### config.mk
export PLATFORM = sky130hd
export DESIGN_NAME = bpf_decode_buf_flat
export DESIGN_NICKNAME = d
export VERILOG_FILES = /design/src/rtl/bpf_decode_buf_if.sv /design/src/rtl/bpf_decode_buf.sv /design/src/flat_wrapper.sv
export SDC_FILE = /design/constraint.sdc
export NUM_CORES = 1
export LEC_CHECK = 0
export CAP_MARGIN = 20
export CORE_MARGIN = 5
export CORE_UTILIZATION = 55
export CTS_CLUSTER_DIAMETER = 60
export DETAILED_ROUTE_END_ITERATION = 16
export GPL_TIMING_DRIVEN = 0
export PLACE_DENSITY_LB_ADDON = 0.2
export RECOVER_POWER = 50
export REMOVE_ABC_BUFFERS = 1
export SLEW_MARGIN = 20
export SYNTH_ARGS = -nofsm -noshare
export SYNTH_HDL_FRONTEND = slang
export SYNTH_SLANG_ARGS = --single-unit
### constraint.sdc
create_clock -name clk -period 4.25 [get_ports clk]
set_clock_uncertainty 0.1 [all_clocks]
set_input_delay 0.6375 -clock clk [delete_from_list [all_inputs] [get_ports clk]]
set_output_delay 0.6375 -clock clk [all_outputs]
set_load 0.02 [all_outputs]
### src/rtl/bpf_decode_buf_if.sv
// Decode-stage bus: fetch-side push handshake, flush, and the decoded head
// entry presented to execute. The slave modport is the decode buffer's view.
interface bpf_decode_buf_if #(
  parameter int CODE_W    = 8,
  parameter int JMP_W     = 8,
  parameter int IMM_W     = 32,
  parameter int BUF_DEPTH = 2,
  parameter int COUNT_W   = 6
);
  localparam int INST_W = CODE_W + 2*JMP_W + IMM_W;
  localparam int OCC_W  = $clog2(BUF_DEPTH) + 1;

  logic [INST_W-1:0]  inst;
  logic               prev_vld;
  logic               rdy;
  logic [COUNT_W-1:0] icount;
  logic               branch_mispredict;
  logic               next_rdy;
  logic               vld;
  logic [CODE_W-1:0]  opcode;
  logic [JMP_W-1:0]   jt;
  logic [JMP_W-1:0]   jf;
  logic [IMM_W-1:0]   imm;
  logic               B_sel;
  logic [3:0]         ALU_sel;
  logic               addr_sel;
  logic               rd_en;
  logic               regfile_sel;
  logic               regfile_wr_en;
  logic               illegal;
  logic [COUNT_W-1:0] ocount;
  logic [OCC_W-1:0]   occupancy;

  modport master (
    output inst, prev_vld, icount, branch_mispredict, next_rdy,
    input  rdy, vld, opcode, jt, jf, imm, B_sel, ALU_sel, addr_sel, rd_en,
           regfile_sel, regfile_wr_en, illegal, ocount, occupancy
  );

  modport slave (
    input  inst, prev_vld, icount, branch_mispredict, next_rdy,
    output rdy, vld, opcode, jt, jf, imm, B_sel, ALU_sel, addr_sel, rd_en,
           regfile_sel, regfile_wr_en, illegal, ocount, occupancy
  );
endinterface

### src/rtl/bpf_decode_buf.sv
// BPF decode stage: decodes incoming instruction words and buffers the
// decoded bundles in a small FIFO with per-entry saturating age counters.
// A mispredict flush empties the buffer in one cycle.
module bpf_decode_buf #(
  parameter int CODE_W    = 8,
  parameter int JMP_W     = 8,
  parameter int IMM_W     = 32,
  parameter int INST_W    = CODE_W + 2*JMP_W + IMM_W,
  parameter int BUF_DEPTH = 2,
  parameter int COUNT_W   = 6
) (
  input logic             clk,
  input logic             rst,
  bpf_decode_buf_if.slave bus
);
  localparam int PTR_W = $clog2(BUF_DEPTH);
  localparam int OCC_W = PTR_W + 1;
  localparam logic [COUNT_W-1:0] AGE_MAX = '1;

  localparam logic [2:0] CL_LD  = 3'd0;
  localparam logic [2:0] CL_LDX = 3'd1;
  localparam logic [2:0] CL_ST  = 3'd2;
  localparam logic [2:0] CL_STX = 3'd3;
  localparam logic [2:0] CL_RET = 3'd6;
  localparam logic [2:0] AT_ABS = 3'd1;
  localparam logic [2:0] AT_IND = 3'd2;
  localparam logic [2:0] AT_MSH = 3'd5;

  typedef struct packed {
    logic [CODE_W-1:0] opcode;
    logic [JMP_W-1:0]  jt;
    logic [JMP_W-1:0]  jf;
    logic [IMM_W-1:0]  imm;
    logic              addr_sel;
    logic              rd_en;
    logic              regfile_sel;
    logic              regfile_wr_en;
    logic              illegal;
  } entry_t;

  function automatic logic [COUNT_W-1:0] sat_inc(input logic [COUNT_W-1:0] a);
    return (a == AGE_MAX) ? a : a + 1'b1;
  endfunction

  entry_t                            mem_q [BUF_DEPTH];
  entry_t                            mem_d [BUF_DEPTH];
  logic [BUF_DEPTH-1:0][COUNT_W-1:0] age_q, age_d;
  logic [PTR_W-1:0]                  wptr_q, wptr_d, rptr_q, rptr_d;
  logic [OCC_W-1:0]                  occ_q, occ_d;

  logic [CODE_W-1:0] in_op;
  logic [2:0]        cls, at;
  entry_t            dec, head;
  logic              vld_w, pop, rdy_w, push;

  assign in_op = bus.inst[INST_W-1 -: CODE_W];
  assign cls   = in_op[2:0];
  assign at    = in_op[7:5];

  // Combinational decode of the offered instruction into a buffer entry
  always_comb begin
    dec               = '0;
    dec.opcode        = in_op;
    dec.jt            = bus.inst[IMM_W+2*JMP_W-1 -: JMP_W];
    dec.jf            = bus.inst[IMM_W+JMP_W-1 -: JMP_W];
    dec.imm           = bus.inst[IMM_W-1:0];
    dec.addr_sel      = (at == AT_IND);
    dec.rd_en         = ((cls == CL_LD)  && (at == AT_ABS || at == AT_IND)) ||
                        ((cls == CL_LDX) && (at == AT_ABS || at == AT_IND || at == AT_MSH));
    dec.regfile_sel   = (cls == CL_STX);
    dec.regfile_wr_en = (cls == CL_ST) || (cls == CL_STX);
    dec.illegal       = ((cls == CL_LD)  && (at >= AT_MSH)) ||
                        ((cls == CL_LDX) && (at >= 3'd6)) ||
                        ((cls == CL_RET) && (in_op[4:3] == 2'b11));
  end

  // A full buffer that is popping this cycle can still accept; flush blocks pushes
  assign vld_w = (occ_q != '0);
  assign pop   = vld_w & bus.next_rdy;
  assign rdy_w = ~bus.branch_mispredict & ((occ_q < OCC_W'(BUF_DEPTH)) | pop);
  assign push  = bus.prev_vld & rdy_w;

  // Next-state for storage, ages, pointers and occupancy; flush overrides all
  always_comb begin
    mem_d  = mem_q;
    age_d  = age_q;
    wptr_d = wptr_q + PTR_W'(push);
    rptr_d = rptr_q + PTR_W'(pop);
    occ_d  = occ_q + OCC_W'(push) - OCC_W'(pop);
    // Aging every slot is harmless: a free slot is rewritten on push
    for (int i = 0; i < BUF_DEPTH; i++) age_d[i] = sat_inc(age_q[i]);
    if (push) begin
      mem_d[wptr_q] = dec;
      age_d[wptr_q] = sat_inc(bus.icount);
    end
    if (bus.branch_mispredict) begin
      wptr_d = '0;
      rptr_d = '0;
      occ_d  = '0;
    end
  end

  // State registers, cleared asynchronously
  always_ff @(posedge clk or negedge rst) begin
    if (!rst) begin
      for (int i = 0; i < BUF_DEPTH; i++) mem_q[i] <= '0;
      age_q  <= '0;
      wptr_q <= '0;
      rptr_q <= '0;
      occ_q  <= '0;
    end else begin
      mem_q  <= mem_d;
      age_q  <= age_d;
      wptr_q <= wptr_d;
      rptr_q <= rptr_d;
      occ_q  <= occ_d;
    end
  end

  // Head outputs come straight from storage and read as zero when empty
  assign head              = vld_w ? mem_q[rptr_q] : '0;
  assign bus.rdy           = rdy_w;
  assign bus.vld           = vld_w;
  assign bus.opcode        = head.opcode;
  assign bus.jt            = head.jt;
  assign bus.jf            = head.jf;
  assign bus.imm           = head.imm;
  assign bus.B_sel         = head.opcode[3];
  assign bus.ALU_sel       = head.opcode[7:4];
  assign bus.addr_sel      = head.addr_sel;
  assign bus.rd_en         = head.rd_en;
  assign bus.regfile_sel   = head.regfile_sel;
  assign bus.regfile_wr_en = head.regfile_wr_en;
  assign bus.illegal       = head.illegal;
  assign bus.ocount        = vld_w ? age_q[rptr_q] : '0;
  assign bus.occupancy     = occ_q;
endmodule

### src/flat_wrapper.sv
// flat-port wrapper written by rule: the top's interface ports become plain ports
module bpf_decode_buf_flat 
#(
  parameter int CODE_W    = 8,
  parameter int JMP_W     = 8,
  parameter int IMM_W     = 32,
  parameter int INST_W    = CODE_W + 2*JMP_W + IMM_W,
  parameter int BUF_DEPTH = 2,
  parameter int COUNT_W   = 6
)
  (clk, rst, bus_inst, bus_prev_vld, bus_icount, bus_branch_mispredict, bus_next_rdy, bus_rdy, bus_vld, bus_opcode, bus_jt, bus_jf, bus_imm, bus_B_sel, bus_ALU_sel, bus_addr_sel, bus_rd_en, bus_regfile_sel, bus_regfile_wr_en, bus_illegal, bus_ocount, bus_occupancy);
  bpf_decode_buf_if #(.CODE_W(CODE_W), .JMP_W(JMP_W), .IMM_W(IMM_W), .BUF_DEPTH(BUF_DEPTH), .COUNT_W(COUNT_W)) bus_i ();
  input logic clk;
  input logic rst;
  input wire logic [$bits(bus_i.inst)-1:0] bus_inst;
  input wire logic [$bits(bus_i.prev_vld)-1:0] bus_prev_vld;
  input wire logic [$bits(bus_i.icount)-1:0] bus_icount;
  input wire logic [$bits(bus_i.branch_mispredict)-1:0] bus_branch_mispredict;
  input wire logic [$bits(bus_i.next_rdy)-1:0] bus_next_rdy;
  output wire logic [$bits(bus_i.rdy)-1:0] bus_rdy;
  output wire logic [$bits(bus_i.vld)-1:0] bus_vld;
  output wire logic [$bits(bus_i.opcode)-1:0] bus_opcode;
  output wire logic [$bits(bus_i.jt)-1:0] bus_jt;
  output wire logic [$bits(bus_i.jf)-1:0] bus_jf;
  output wire logic [$bits(bus_i.imm)-1:0] bus_imm;
  output wire logic [$bits(bus_i.B_sel)-1:0] bus_B_sel;
  output wire logic [$bits(bus_i.ALU_sel)-1:0] bus_ALU_sel;
  output wire logic [$bits(bus_i.addr_sel)-1:0] bus_addr_sel;
  output wire logic [$bits(bus_i.rd_en)-1:0] bus_rd_en;
  output wire logic [$bits(bus_i.regfile_sel)-1:0] bus_regfile_sel;
  output wire logic [$bits(bus_i.regfile_wr_en)-1:0] bus_regfile_wr_en;
  output wire logic [$bits(bus_i.illegal)-1:0] bus_illegal;
  output wire logic [$bits(bus_i.ocount)-1:0] bus_ocount;
  output wire logic [$bits(bus_i.occupancy)-1:0] bus_occupancy;
  assign bus_i.inst = bus_inst;
  assign bus_i.prev_vld = bus_prev_vld;
  assign bus_i.icount = bus_icount;
  assign bus_i.branch_mispredict = bus_branch_mispredict;
  assign bus_i.next_rdy = bus_next_rdy;
  assign bus_rdy = bus_i.rdy;
  assign bus_vld = bus_i.vld;
  assign bus_opcode = bus_i.opcode;
  assign bus_jt = bus_i.jt;
  assign bus_jf = bus_i.jf;
  assign bus_imm = bus_i.imm;
  assign bus_B_sel = bus_i.B_sel;
  assign bus_ALU_sel = bus_i.ALU_sel;
  assign bus_addr_sel = bus_i.addr_sel;
  assign bus_rd_en = bus_i.rd_en;
  assign bus_regfile_sel = bus_i.regfile_sel;
  assign bus_regfile_wr_en = bus_i.regfile_wr_en;
  assign bus_illegal = bus_i.illegal;
  assign bus_ocount = bus_i.ocount;
  assign bus_occupancy = bus_i.occupancy;
  bpf_decode_buf #(.CODE_W(CODE_W), .JMP_W(JMP_W), .IMM_W(IMM_W), .INST_W(INST_W), .BUF_DEPTH(BUF_DEPTH), .COUNT_W(COUNT_W)) u_core (.clk(clk), .rst(rst), .bus(bus_i));
endmodule
==> reports/results.ini <==
[cts]
cts_sinks = 138
cts_resized = 0
path_clk_slew_ps = 50
cts.path.max_buffers = 2
clk_latency_ps = 410
cts_htree_levels = 4
root_buffer = clkbuf_16
cts_tree = built
hold_buffers = 0
numCtsBuffers = 17
postCtsSetupBuffers = 0

[cells_and_area]
multi_input_area_mm2 = 0.00296
final_core_util = 0.731
regArea_mm2 = 0.00346
area_growth_pct = 31.0
fillers = 853
diodes = 0
nNetsFinal = 740
drive_gt1_frac = 0.227

[yosys]
ys.flop_type = dfrtp_1
synthArstFlopShare = 1.00
synthDominantCellAreaShare = 0.520
yosysMostFrequentCell = dfrtp_1
seq_area_frac_synth = 0.520
synth_top_cell_by_area = dfrtp_1
synth_seq_cells = 138
yosys-top-cells-area = dfrtp_1 (52%), mux2_2 (20%), mux2i_1 (12%)
synth_warnings = 0
netlist_area_mm2 = 0.00664
netlist_instances = 535
synth-edff-count = 0
avgSynthCellArea_um2 = 12.4
synth_common_cells = dfrtp_1 (138), mux2_2 (120), nor2_1 (81)
synth_cell_types = 31

[setup_path]
worst_setup_path_start_kind = primary input
ff2ff_setup_slack_ps = 1250
worstPathMaxFanout = 38
path_class = primary input to flop
required_ps = 4440
reg2reg_from = u_core.bus.occupancy[1]
arrival_ps = 3640
crit_path_end = u_core.mem_q[85]
r2r_end = u_core.mem_q[85]
critPathCaptureType = flop
startpoint = bus_next_rdy
rr_worst_depth = 5

[floorplanning]
die_w_um = 120
die_h_um = 120
rows = 40
start_util = 0.558
io_pins = 143
core_mm2 = 0.0119
die-area_mm2 = 0.0144

[global_route]
track_usage = 0.217
grt_start_max_net_pins = 88
grt-ovfl-total = 0
grt_pass1_wl_um = 24700
grt_pass1_vias = 5130
antenna_found_initial = 0

[timing]
drv_slew = 88
worst_slew_pin_slew_ps = 2140
finalCritPeriodShare = 0.812
timing.final.hold_violations = 0
relSlewSlack = -0.425
rsz0062_at_grt = false
period_minus_slack_ps = 3450
fin_hold_ws_ps = 21.6
setup-violations-final = 0
fmax_mhz = 290

[detailed_routing]
drc = 0
drtAntennaViolNets = 0
firstDrtPassIters = 5
wl_per_cell_um = 18.1
via_count = 4514
drt_wl_total_um = 14900
drtIter0Drc = 248
via_per_inst = 5.48

[power_and_ir_drop]
peakVddDrop_mv = 0.402
power.leakage_nw = 3.59
p_per_area_mw_per_mm2 = 718
power.total_w = 0.00625

[placement]
finalWeightedCongestion = 0.722
dp_hpwl_um = 10100
port_buffers = 142

[worst_hold_path]
hold_path.class = primary input to asynchronous set/reset pin

[flow_run]
maxCapViolCount = 1

[status]
status = finished with violations
violations = capacitance limit, slew limit

[how the worst min path moves through the flow]
stage                            from                 to  slack (ps)  depth (start not counted)
floorplan                         rst    u_core.age_q[0]         240                          0
global placement    u_core.mem_q[109]  u_core.mem_q[109]         390                          1
detailed placement  u_core.mem_q[111]  u_core.mem_q[111]         390                          1
CTS                               rst   u_core.mem_q[67]          40                          1
global route                      rst   u_core.mem_q[67]          40                          1
finish                            rst   u_core.mem_q[67]          20                          1
[cell usage in the layout, fill, tap and decap left out, types with 2 or more instances in the layout]
cell type        Yosys  final
xnor2_1              5      5
mux2_2             120    120
nand2_1              4      4
nand3_1              6      6
nor2_1              81     80
clkdlybuf4s50_1      0    137
buf_16               0      2
nand2b_1             3      3
and2_1               3      2
nor2b_1              3      3
buf_12               0      4
o21ai_0              7      7
a21oi_1              5      5
clkbuf_16            0     17
clkinv_2             0      3
xor2_1               7      7
mux2i_1             77     77
inv_1                9      9
dfrtp_1            138    137
clkbuf_8             0      3
a31oi_1              4      4
and3_1               6      6
dlygate4sd3_1        0      4
nor3_1               2      2
nand3b_1             3      3
ha_1                 7      7
clkbuf_1             4      7
[report_power, final]
part | switching [W] | internal, W
clock | 0.000499 | 0.000782
sequential | 0.000353 | 0.00185
combinational | 0.00132 | 0.00144
total | 0.00218 | 0.00408
[layout make-up]
class	count	area share
tap	147	0.0211
inverter	9	0.00388
sequential	138	0.397
timing repair buffer	149	0.180
multi-input combinational	351	0.340
clock buffer	27	0.0566
clock inverter	3	0.00172
[per-stage QoR]
stage / cells / TNS, ps / cell area [um^2] / setup slack, ps
after floorplan: 498 / 0 / 6430 / 134
after global placement: 787 / -560990 / 8040 / -2770
after detailed placement: 794 / 0 / 8240 / 1110
after CTS: 824 / 0 / 8750 / 969
after global routing: 824 / 0 / 8700 / 626
final: 824 / 0 / 8700 / 799
[state kept, by name (all words and copies together) (netlist names)]
register	flops
u_core.mem_q	122
u_core.age_q	12
u_core.bus.occupancy	2
u_core.rptr_q	1
u_core.wptr_q	1
[layer usage]
| layer | track usage | wire length, um |
|---|---|---|
| met1 | 0.255 | 6100 |
| met3 | 0.0589 | 729 |
| met5 | 0 | 0 |
| met2 | 0.380 | 7830 |
| met4 | 0.0802 | 252 |
[logic make-up after synthesis]
| kind of cell | share of synthesized area |
|---|---|
| AOI/OAI and AO/OA | 0.0213 |
| muxes | 0.319 |
| adders and majority gates | 0.0132 |
| buffers and inverters | 0.0365 |
| DFF | 0.520 |
| and+or+nand+nor | 0.0740 |
| xor gates and xnor gates | 0.0158 |
[worst max-delay path: stages]
cell and delay [ps]:
dlygate4sd3_1 620, inv_1 80, a21oi_1 290, and2_0 220, ha_1 1050, buf_12 320
mux2_2 370
No activity file was read; power rests on OpenSTA's default activity.
